File: src/rtl/pool_mem_handoff_1_if.sv
// Control-port bundle between the pool-memory ownership arbiter and its environment.
// The master side drives producer/consumer requests; the slave side is the arbiter itself.
interface pool_mem_handoff_1_if #(
    parameter int POOL_ADDR_WIDTH = 10,
    parameter int FRAME_CNT_WIDTH = 8
);
    logic                       enable;
    logic [POOL_ADDR_WIDTH-1:0] prod_addr_a;
    logic [POOL_ADDR_WIDTH-1:0] prod_addr_b;
    logic                       prod_rden_a;
    logic                       prod_rden_b;
    logic                       prod_wren_a;
    logic                       prod_wren_b;
    logic                       prod_done;
    logic [POOL_ADDR_WIDTH-1:0] cons_addr_a;
    logic [POOL_ADDR_WIDTH-1:0] cons_addr_b;
    logic                       cons_rden_a;
    logic                       cons_rden_b;
    logic                       cons_done;
    logic [POOL_ADDR_WIDTH-1:0] mem_addr_a;
    logic [POOL_ADDR_WIDTH-1:0] mem_addr_b;
    logic                       mem_rden_a;
    logic                       mem_rden_b;
    logic                       mem_wren_a;
    logic                       mem_wren_b;
    logic                       prod_enable;
    logic                       cons_start;
    logic                       q_valid_a;
    logic                       q_valid_b;
    logic [FRAME_CNT_WIDTH-1:0] frame_count;
    logic                       err;

    modport master (
        output enable, prod_addr_a, prod_addr_b, prod_rden_a, prod_rden_b,
               prod_wren_a, prod_wren_b, prod_done,
               cons_addr_a, cons_addr_b, cons_rden_a, cons_rden_b, cons_done,
        input  mem_addr_a, mem_addr_b, mem_rden_a, mem_rden_b, mem_wren_a, mem_wren_b,
               prod_enable, cons_start, q_valid_a, q_valid_b, frame_count, err
    );

    modport slave (
        input  enable, prod_addr_a, prod_addr_b, prod_rden_a, prod_rden_b,
               prod_wren_a, prod_wren_b, prod_done,
               cons_addr_a, cons_addr_b, cons_rden_a, cons_rden_b, cons_done,
        output mem_addr_a, mem_addr_b, mem_rden_a, mem_rden_b, mem_wren_a, mem_wren_b,
               prod_enable, cons_start, q_valid_a, q_valid_b, frame_count, err
    );
endinterface

File: src/rtl/pool_mem_handoff_1.sv
// Hands the pool-memory A/B control ports between the layer-1 pool producer and the
// layer-2 input consumer, one frame at a time, with registered port mux and read-valid tracking.
module pool_mem_handoff_1 #(
    parameter int POOL_ADDR_WIDTH = 10,
    parameter int RD_LATENCY      = 2,
    parameter int FRAME_CNT_WIDTH = 8
) (
    input  logic               clock,
    input  logic               reset,
    pool_mem_handoff_1_if.slave bus
);
    typedef enum logic [1:0] {IDLE, FILL, READY, DRAIN} state_t;

    state_t                     state_q, state_d;
    logic [POOL_ADDR_WIDTH-1:0] mem_addr_a_q, mem_addr_b_q;
    logic                       mem_rden_a_q, mem_rden_b_q;
    logic                       mem_wren_a_q, mem_wren_b_q;
    logic                       cons_src_q;
    logic                       prod_enable_q, cons_start_q;
    logic [FRAME_CNT_WIDTH-1:0] frame_count_q;
    logic                       err_q;
    logic                       viol;
    logic [RD_LATENCY-1:0]      vpipe_a_q, vpipe_b_q;

    always_comb begin
        state_d = state_q;
        case (state_q)
            IDLE:    if (bus.enable) state_d = FILL;
            FILL:    if (bus.prod_done) state_d = READY;
            READY:   state_d = DRAIN;
            DRAIN:   if (bus.cons_done) state_d = bus.enable ? FILL : IDLE;
            default: state_d = IDLE;
        endcase
    end

    // Any request arriving while its side does not own the ports is an error; the mux drops it.
    always_comb begin
        viol = 1'b0;
        if (state_q != FILL && (bus.prod_wren_a || bus.prod_wren_b || bus.prod_rden_a ||
                                bus.prod_rden_b || bus.prod_done))
            viol = 1'b1;
        if (state_q != DRAIN && (bus.cons_rden_a || bus.cons_rden_b || bus.cons_done))
            viol = 1'b1;
    end

    always_ff @(posedge clock) begin
        if (reset) begin
            state_q       <= IDLE;
            mem_addr_a_q  <= '0;
            mem_addr_b_q  <= '0;
            mem_rden_a_q  <= 1'b0;
            mem_rden_b_q  <= 1'b0;
            mem_wren_a_q  <= 1'b0;
            mem_wren_b_q  <= 1'b0;
            cons_src_q    <= 1'b0;
            prod_enable_q <= 1'b0;
            cons_start_q  <= 1'b0;
            frame_count_q <= '0;
            err_q         <= 1'b0;
        end else begin
            state_q       <= state_d;
            prod_enable_q <= (state_d == FILL);
            cons_start_q  <= (state_d == READY);
            err_q         <= err_q | viol;
            cons_src_q    <= (state_q == DRAIN);
            if (state_q == DRAIN && bus.cons_done)
                frame_count_q <= frame_count_q + FRAME_CNT_WIDTH'(1);
            case (state_q)
                FILL: begin
                    mem_addr_a_q <= bus.prod_addr_a;
                    mem_addr_b_q <= bus.prod_addr_b;
                    mem_rden_a_q <= bus.prod_rden_a;
                    mem_rden_b_q <= bus.prod_rden_b;
                    mem_wren_a_q <= bus.prod_wren_a;
                    mem_wren_b_q <= bus.prod_wren_b;
                end
                DRAIN: begin
                    mem_addr_a_q <= bus.cons_addr_a;
                    mem_addr_b_q <= bus.cons_addr_b;
                    mem_rden_a_q <= bus.cons_rden_a;
                    mem_rden_b_q <= bus.cons_rden_b;
                    mem_wren_a_q <= 1'b0;
                    mem_wren_b_q <= 1'b0;
                end
                default: begin
                    mem_addr_a_q <= '0;
                    mem_addr_b_q <= '0;
                    mem_rden_a_q <= 1'b0;
                    mem_rden_b_q <= 1'b0;
                    mem_wren_a_q <= 1'b0;
                    mem_wren_b_q <= 1'b0;
                end
            endcase
        end
    end

    // Valid pipes start from the issued read, so only consumer reads ever produce q_valid.
    genvar gi;
    generate
        for (gi = 0; gi < RD_LATENCY; gi++) begin : g_vpipe
            always_ff @(posedge clock) begin
                if (reset) begin
                    vpipe_a_q[gi] <= 1'b0;
                    vpipe_b_q[gi] <= 1'b0;
                end else if (gi == 0) begin
                    vpipe_a_q[gi] <= mem_rden_a_q & cons_src_q;
                    vpipe_b_q[gi] <= mem_rden_b_q & cons_src_q;
                end else begin
                    vpipe_a_q[gi] <= vpipe_a_q[(gi == 0) ? 0 : gi-1];
                    vpipe_b_q[gi] <= vpipe_b_q[(gi == 0) ? 0 : gi-1];
                end
            end
        end
    endgenerate

    assign bus.mem_addr_a  = mem_addr_a_q;
    assign bus.mem_addr_b  = mem_addr_b_q;
    assign bus.mem_rden_a  = mem_rden_a_q;
    assign bus.mem_rden_b  = mem_rden_b_q;
    assign bus.mem_wren_a  = mem_wren_a_q;
    assign bus.mem_wren_b  = mem_wren_b_q;
    assign bus.prod_enable = prod_enable_q;
    assign bus.cons_start  = cons_start_q;
    assign bus.q_valid_a   = vpipe_a_q[RD_LATENCY-1];
    assign bus.q_valid_b   = vpipe_b_q[RD_LATENCY-1];
    assign bus.frame_count = frame_count_q;
    assign bus.err         = err_q;
endmodule

File: src/flat_wrapper.sv
// flat-port wrapper written by rule: the top's interface ports become plain ports
module pool_mem_handoff_1_flat 
#(
    parameter int POOL_ADDR_WIDTH = 10,
    parameter int RD_LATENCY      = 2,
    parameter int FRAME_CNT_WIDTH = 8
)
  (clock, reset, bus_enable, bus_prod_addr_a, bus_prod_addr_b, bus_prod_rden_a, bus_prod_rden_b, bus_prod_wren_a, bus_prod_wren_b, bus_prod_done, bus_cons_addr_a, bus_cons_addr_b, bus_cons_rden_a, bus_cons_rden_b, bus_cons_done, bus_mem_addr_a, bus_mem_addr_b, bus_mem_rden_a, bus_mem_rden_b, bus_mem_wren_a, bus_mem_wren_b, bus_prod_enable, bus_cons_start, bus_q_valid_a, bus_q_valid_b, bus_frame_count, bus_err);
  pool_mem_handoff_1_if #(.POOL_ADDR_WIDTH(POOL_ADDR_WIDTH), .FRAME_CNT_WIDTH(FRAME_CNT_WIDTH)) bus_i ();
  input  logic clock;
  input  logic reset;
  input wire logic [$bits(bus_i.enable)-1:0] bus_enable;
  input wire logic [$bits(bus_i.prod_addr_a)-1:0] bus_prod_addr_a;
  input wire logic [$bits(bus_i.prod_addr_b)-1:0] bus_prod_addr_b;
  input wire logic [$bits(bus_i.prod_rden_a)-1:0] bus_prod_rden_a;
  input wire logic [$bits(bus_i.prod_rden_b)-1:0] bus_prod_rden_b;
  input wire logic [$bits(bus_i.prod_wren_a)-1:0] bus_prod_wren_a;
  input wire logic [$bits(bus_i.prod_wren_b)-1:0] bus_prod_wren_b;
  input wire logic [$bits(bus_i.prod_done)-1:0] bus_prod_done;
  input wire logic [$bits(bus_i.cons_addr_a)-1:0] bus_cons_addr_a;
  input wire logic [$bits(bus_i.cons_addr_b)-1:0] bus_cons_addr_b;
  input wire logic [$bits(bus_i.cons_rden_a)-1:0] bus_cons_rden_a;
  input wire logic [$bits(bus_i.cons_rden_b)-1:0] bus_cons_rden_b;
  input wire logic [$bits(bus_i.cons_done)-1:0] bus_cons_done;
  output wire logic [$bits(bus_i.mem_addr_a)-1:0] bus_mem_addr_a;
  output wire logic [$bits(bus_i.mem_addr_b)-1:0] bus_mem_addr_b;
  output wire logic [$bits(bus_i.mem_rden_a)-1:0] bus_mem_rden_a;
  output wire logic [$bits(bus_i.mem_rden_b)-1:0] bus_mem_rden_b;
  output wire logic [$bits(bus_i.mem_wren_a)-1:0] bus_mem_wren_a;
  output wire logic [$bits(bus_i.mem_wren_b)-1:0] bus_mem_wren_b;
  output wire logic [$bits(bus_i.prod_enable)-1:0] bus_prod_enable;
  output wire logic [$bits(bus_i.cons_start)-1:0] bus_cons_start;
  output wire logic [$bits(bus_i.q_valid_a)-1:0] bus_q_valid_a;
  output wire logic [$bits(bus_i.q_valid_b)-1:0] bus_q_valid_b;
  output wire logic [$bits(bus_i.frame_count)-1:0] bus_frame_count;
  output wire logic [$bits(bus_i.err)-1:0] bus_err;
  assign bus_i.enable = bus_enable;
  assign bus_i.prod_addr_a = bus_prod_addr_a;
  assign bus_i.prod_addr_b = bus_prod_addr_b;
  assign bus_i.prod_rden_a = bus_prod_rden_a;
  assign bus_i.prod_rden_b = bus_prod_rden_b;
  assign bus_i.prod_wren_a = bus_prod_wren_a;
  assign bus_i.prod_wren_b = bus_prod_wren_b;
  assign bus_i.prod_done = bus_prod_done;
  assign bus_i.cons_addr_a = bus_cons_addr_a;
  assign bus_i.cons_addr_b = bus_cons_addr_b;
  assign bus_i.cons_rden_a = bus_cons_rden_a;
  assign bus_i.cons_rden_b = bus_cons_rden_b;
  assign bus_i.cons_done = bus_cons_done;
  assign bus_mem_addr_a = bus_i.mem_addr_a;
  assign bus_mem_addr_b = bus_i.mem_addr_b;
  assign bus_mem_rden_a = bus_i.mem_rden_a;
  assign bus_mem_rden_b = bus_i.mem_rden_b;
  assign bus_mem_wren_a = bus_i.mem_wren_a;
  assign bus_mem_wren_b = bus_i.mem_wren_b;
  assign bus_prod_enable = bus_i.prod_enable;
  assign bus_cons_start = bus_i.cons_start;
  assign bus_q_valid_a = bus_i.q_valid_a;
  assign bus_q_valid_b = bus_i.q_valid_b;
  assign bus_frame_count = bus_i.frame_count;
  assign bus_err = bus_i.err;
  pool_mem_handoff_1 #(.POOL_ADDR_WIDTH(POOL_ADDR_WIDTH), .RD_LATENCY(RD_LATENCY), .FRAME_CNT_WIDTH(FRAME_CNT_WIDTH)) u_core (.clock(clock), .reset(reset), .bus(bus_i));
endmodule
File: config.mk
export PLATFORM = sky130hd
export DESIGN_NAME = pool_mem_handoff_1_flat
export DESIGN_NICKNAME = d
export VERILOG_FILES = /design/src/rtl/pool_mem_handoff_1_if.sv /design/src/rtl/pool_mem_handoff_1.sv /design/src/flat_wrapper.sv
export SDC_FILE = /design/constraint.sdc
export NUM_CORES = 1
export LEC_CHECK = 0
export CORE_UTILIZATION = 39
export CTS_CLUSTER_SIZE = 16
export DETAILED_ROUTE_END_ITERATION = 6
export HOLD_SLACK_MARGIN = 0.12
export PLACE_DENSITY = 0.85
export SLEW_MARGIN = 5
export SYNTH_ARGS = -nofsm -noshare
export SYNTH_HDL_FRONTEND = slang
export SYNTH_SLANG_ARGS = --single-unit
File: constraint.sdc
create_clock -name clock -period 2.9 [get_ports clock]
set_clock_uncertainty 0.05 [all_clocks]
set_input_delay 0.29 -clock clock [delete_from_list [all_inputs] [get_ports clock]]
set_output_delay 0.29 -clock clock [all_outputs]
set_load 0.02 [all_outputs]
==> reports/metrics.yaml, run 1 <==
intPower_mw: 0.903
overflow: 0
total_leakage_power_nw: 0.903
slew-limit-headroom: 0.740
setup_viol: 0
n_antenna_cell: 0
setup_slack_ns: 1.24
synthTopCellsByArea: "dfxtp_1 (58%), a22o_1 (13%), a21oi_1 (2.1%)"
seq_power_share: 0.523
synthTopCellsByCount: "dfxtp_1 (42), a22o_1 (21), a21oi_1 (6), nor2_1 (6), nor3_1 (5)"
ir_worst_vdd_uv: 316
status: "finished clean"
row_count: 21
critPathSlowestCell: "clkdlybuf4s50_1"
placement.cell_area_sq_um: 2340
clock_sinks: 42
post-route-min-period_ns: 1.66
antenna_found_initial: 0
reg2regPathDepth: 3
synth_area_leader_cell: "dfxtp_1"
p_per_area_nw_per_um2: 482
worst_pin_slew_ns: 0.381
total_power_mw: 1.17
htreeDepth: 2
netlist_area_sq_um: 1440
grt_max_degree: 25
cts_resized: 0
rsz0062_at_grt: "false"
grt_pass1_wl_mm: 6.01
required_ns: 2.56
final_area_sq_um: 2430
pin_count: 88
vias: 1308
path_cells: "clkdlybuf4s50_1"
die_x_um: 62.7
layout-drive-gt1-share: 0.0599
synth_cell_type_count: 31
final_util: 0.705
synth_async_sr_flop_share: 0
synth_seq_area_share: 0.585
firstDrtPassIters: 4
min_path_cells: 1
fin_tns_setup_ns: 0
ctsHoldBuffers: 0
initial_core_util: 0.418
synth-warning-count: 0
cap_violations: 0
synthFlopType: "dfxtp_1"
drtIter0Drc: 68
coreArea_sq_um: 3440
crit_fanout: 6
routed_wl_mm: 3.81
clockRootBuffer: "clkbuf_8"
die_h_um: 62.7
ant_nets: 0
cts_tree: "yes"
synthCells: 128
dieArea_sq_um: 3930
swShare: 0.229
drc: 0
clk_latency_ns: 0.29
syn-num-nets: 180
critPathMaxStageDelay_ns: 0.63
yosys.area.top_type_share: 0.585
crit_type: "register to output port"
place_ws_ns: 0.987
first_global_vias: 1260
final_hold_viol_count: 0
clk_pin_slew_ns: 0.07
min_path_type: "register to register"
worstSetupStartpointType: "register"
ys_seq_elements: 42
synth_edf_count: 0
post_cts_buffers: 0
clk_path_buf_depth: 2
grt_usage: 0.203
cts_made_buffers: 5
critPathTopFamily: "buffers and inverters"
syn_area_per_cell_sq_um: 11.2
wl_per_cell_um: 14.5
combinationalPowerShare: 0.155
yosysMostFrequentCell: "dfxtp_1"
place_hpwl_mm: 2.92
portBuffers: 87
place_congestion: 0.767
slew_viol_final: 0
pwr-share-clk: 0.322
p_switching_mw: 0.269
area.growth.synth_to_final_pct: 68.8
timing.critical_path.depth: 1
clock.fmax_mhz: 603
vias_per_cell: 4.97
finalCritPeriodShare: 0.572
nets: 268
path_buf_inv: 1
cp_data_arrival_time_ns: 1.32
end_kind: "output port"
[through the flow]
step,std cells,hold WS [ns]
after floorplan,128,0.362
after global placement,255,0.369
after detailed placement,255,0.377
after CTS,263,0.394
after global routing,263,0.412
final,263,0.391
[cell usage in the layout, fill, tap and decap left out, types with 2 or more instances in the layout]
cell and count:
clkdlybuf4s50_1 87, dfxtp_1 42, a22o_1 21, nor2_1 6, a21oi_1 6, clkbuf_8 6
nor3_1 5, nand2_1 4, or4_1 4, or3_1 3, o31ai_1 3, buf_4 3
nor2b_1 2, and3b_1 2, nand3_1 2, o21ai_0 2, nand4_1 2, and2_1 2
[per-layer routing]
layer,global-route usage,wire length [um]
met1,0.213,1480
met2,0.371,2100
met3,0.0493,180
met4,0.105,53
met5,0,0
[registers in the layout, summed over array words and instances (netlist names), 2 cells and up]
signal	flops
u_core.bus.frame_count	8
u_core.bus.mem_addr_a	10
u_core.bus.mem_addr_b	10
u_core.state_q	2
[power groups by stage]
stage / Combinational, mW / Clock (mW) / Sequential, mW
finish: 0.181 / 0.378 / 0.612
CTS: 0.182 / 0.390 / 0.612
global placement: 0.177 / 0 / 0.625
global route: 0.193 / 0.415 / 0.615
detailed placement: 0.181 / 0 / 0.626
floorplan: 0.0457 / 0 / 0.645
[logic make-up after synthesis]
| group | after synthesis | synth area share |
|---|---|---|
| AO/OA/AOI/OAI | 37 | 0.205 |
| XOR/XNOR | 2 | 0.0122 |
| adder cells (fa/ha/maj) | 1 | 0.00870 |
| buffers and inverters | 10 | 0.0392 |
| flip-flops | 42 | 0.585 |
| multiplexers | 1 | 0.00696 |
| AND/OR/NAND/NOR | 35 | 0.144 |
[layout make-up]
cell class              instances  area (sq um)
clock buffers                   7          86.3
well taps                      46          57.6
repair buffers                 90           893
clock inverters                 1          5.00
multi-input cells              76           541
flip-flops and latches         42           841
inverters                       1          3.75
fillers                       239          1010
[path summary, 6_finish.rpt]
path / endpoint / from / slack [ns]
setup / recovery: bus_frame_count[4] / u_core.bus.frame_count[4]$_SDFFE_PP0P_ / 1.24
hold / removal: u_core.bus.q_valid_a$_SDFF_PP0_ / u_core.vpipe_a_q[0]$_SDFF_PP0_ / 0.39
setup reg to reg: u_core.bus.frame_count[5]$_SDFFE_PP0P_ / u_core.state_q[1]$_SDFF_PP0_ / 1.39
hold reg to reg: u_core.bus.q_valid_a$_SDFF_PP0_ / u_core.vpipe_a_q[0]$_SDFF_PP0_ / 0.39
Power figures use the tool's default switching activity.
==> run 2, diff against run 1 <==
Settings changed: CORE_UTILIZATION 39 to 33, PLACE_DENSITY 0.85 to 0.77.
Clock period 2.9 ns to 1.3 ns, I/O delays scaled along.
==> reports/metrics.yaml, run 2 (same netlist as run 1, synthesis figures left out) <==
status: "complete, but fails checks"
violations: "negative setup slack"
r2r-start: "u_core.bus.frame_count[1]$_SDFFE_PP0P_"
clockRootBuffer: "clkbuf_8"
coreArea_sq_um: 4090  # +19%
dieArea_sq_um: 4620  # +18%
first_global_vias: 1296  # +2.9%
path_buf_inv: 1  # unchanged
row_count: 23  # +9.5%
end_kind: "register"
final_hold_viol_count: 0  # unchanged
timing.critical_path.depth: 5  # +4
post-route-min-period_ns: 1.30
ant_nets: 0  # unchanged
critPathMaxStageDelay_ns: 0.38  # -0.25 ns
grt_pass1_wl_mm: 5.92  # -1.5%
initial_core_util: 0.352  # -0.0659
clk_path_buf_depth: 2  # unchanged
clock.fmax_mhz: 767
total_power_mw: 2.98  # +150%
drc: 0  # unchanged
worst_pin_slew_ns: 0.295  # -0.0860 ns
slew-limit-headroom: 0.802  # +0.0622
vias: 1403  # +7.3%
layout-drive-gt1-share: 0.251  # +0.191
die_h_um: 68.0  # +8.4%
portBuffers: 87  # unchanged
layoutNonFillerInstCount: 289  # +9.9%
drtIter0Drc: 62  # -8.8%
pin_count: 88  # unchanged
nets: 290  # +8.2%
ir_worst_vdd_uv: 590  # +87%
dp_cells: 277  # +8.6%
r2r_end: "u_core.bus.frame_count[4]$_SDFFE_PP0P_"
cp_data_arrival_time_ns: 1.49  # +0.17 ns
antenna_found_initial: 0  # unchanged
clock_sinks: 42  # unchanged
clk_pin_slew_ns: 0.08  # about the same
wl_per_cell_um: 14.4  # -0.66%
final_common_cell: "clkdlybuf4s50_1"
cts_made_buffers: 5  # unchanged
reg2regPathDepth: 5  # +2
cp-startpoint: "u_core.bus.frame_count[1]$_SDFFE_PP0P_"
grt_max_degree: 15  # -40%
cts_tree: "yes"
setup_slack_ns: -0.00309  # -1.24 ns
grt_usage: 0.183  # -0.0201
routed_wl_mm: 4.16  # +9.2%
min_path_type: "primary input to register"
p_per_area_nw_per_um2: 1090  # +130%
crit_fanout: 4  # -2
vias_per_cell: 4.85  # -2.4%
r2r_slack_ns: -0.003  # -1.39 ns
worstSetupStartpointType: "register"
finalCritPeriodShare: 1.00
slew_viol_final: 0  # unchanged
required_ns: 1.48  # -1.08 ns
final_cell_mix: "clkdlybuf4s50_1 (45), dlygate4sd2_1 (37), dfxtp_1 (33)"
n_antenna_cell: 0  # unchanged
crit_type: "register to register"
endpoint: "u_core.bus.frame_count[4]$_SDFFE_PP0P_"
area.growth.synth_to_final_pct: 89.6
critPathTopFamily: "simple AND/OR/NAND/NOR gates"
overflow: 0  # unchanged
hp-start: "bus_prod_rden_a"
clk_latency_ns: 0.30  # about the same
htreeDepth: 2  # unchanged
setup_viol: 1  # +1
path_cells: "ha_4 -> nand3_2 -> buf_6 -> or3_4 -> a21oi_2"
rsz0062_at_grt: "true"
place_congestion: 0.745  # -2.9%
place_hpwl_mm: 3.05  # +4.7%
total_leakage_power_nw: 1.23  # +37%
critPathSlowestCell: "dfxtp_4"
die_x_um: 68.0  # +8.4%
cap_violations: 0  # unchanged
n_fill_cell: 332  # +39%
firstDrtPassIters: 4  # unchanged
==> run 2: worst min-delay path, delay by kind of cell <==
kind                   cells  cell delay, ns
buffers and inverters      2            0.23
AOI/OAI and AO/OA          1            0.10
==> run 2: layer usage <==
layer | vias up | global-route usage | wire length (um)
li1 | 697 | - | -
met1 | 644 | 0.191 | 1500
met2 | 58 | 0.315 | 2290
met3 | 4 | 0.0900 | 316
met4 | 0 | 0.0625 | 53
met5 | - | 0 | 0
==> run 2: worst min-delay path by stage <==
stage	endpoint	slack [ns]	cells past startpoint
5_1_grt	u_core.bus.mem_rden_a$_SDFF_PP0_	0.16	3
3_3_place_gp	u_core.bus.q_valid_b$_SDFF_PP0_	0.38	1
6_report	u_core.bus.mem_rden_a$_SDFF_PP0_	0.14	3
2_1_floorplan	u_core.bus.mem_wren_a$_SDFF_PP0_	0.20	1
3_5_place_dp	u_core.bus.q_valid_a$_SDFF_PP0_	0.37	1
4_1_cts	u_core.bus.mem_rden_b$_SDFF_PP0_	0.23	3
==> run 2: power by group <==
group	switching [mW]	total, mW	leakage [nW]	internal (mW)
Combinational	0.180	0.433	0.816	0.253
Sequential	0.0212	1.35	0.348	1.33
Clock	0.459	1.20	0.0696	0.742
==> run 2: repair_timing <==
action	in CTS	in global routing
setup buffers	1	1
endpoints found under the hold margin	0	2
setup endpoints to repair	48	28
pin swaps	8	10
hold buffers	0	2
resized for setup	52	25
==> run 2: cell type report <==
| type | instances | area [sq um] | area share |
|---|---|---|---|
| clock buffers | 7 | 108 | 0.0395 |
| clock inverters | 1 | 30.0 | 0.0110 |
| inverters | 1 | 3.75 | 0.00138 |
| multi-input cells | 76 | 624 | 0.229 |
| flip-flops and latches | 42 | 867 | 0.318 |
| well taps | 50 | 62.6 | 0.0229 |
| repair buffers | 112 | 1030 | 0.378 |
==> run 2: stage by stage <==
step	TNS [ns]	area, sq um	hold WS [ns]	utilization	setup slack (ns)
after global routing	-0.292	2730	0.162	0.667	-0.0616
after global placement	-2.49	2480	0.382	0.608	-0.377
after CTS	-0.00692	2640	0.231	0.646	-0.00692
after detailed placement	-2.87	2480	0.374	0.608	-0.422
final	-0.00309	2730	0.143	0.667	-0.00309
after floorplan	-0.0645	1450	0.202	-	-0.0645
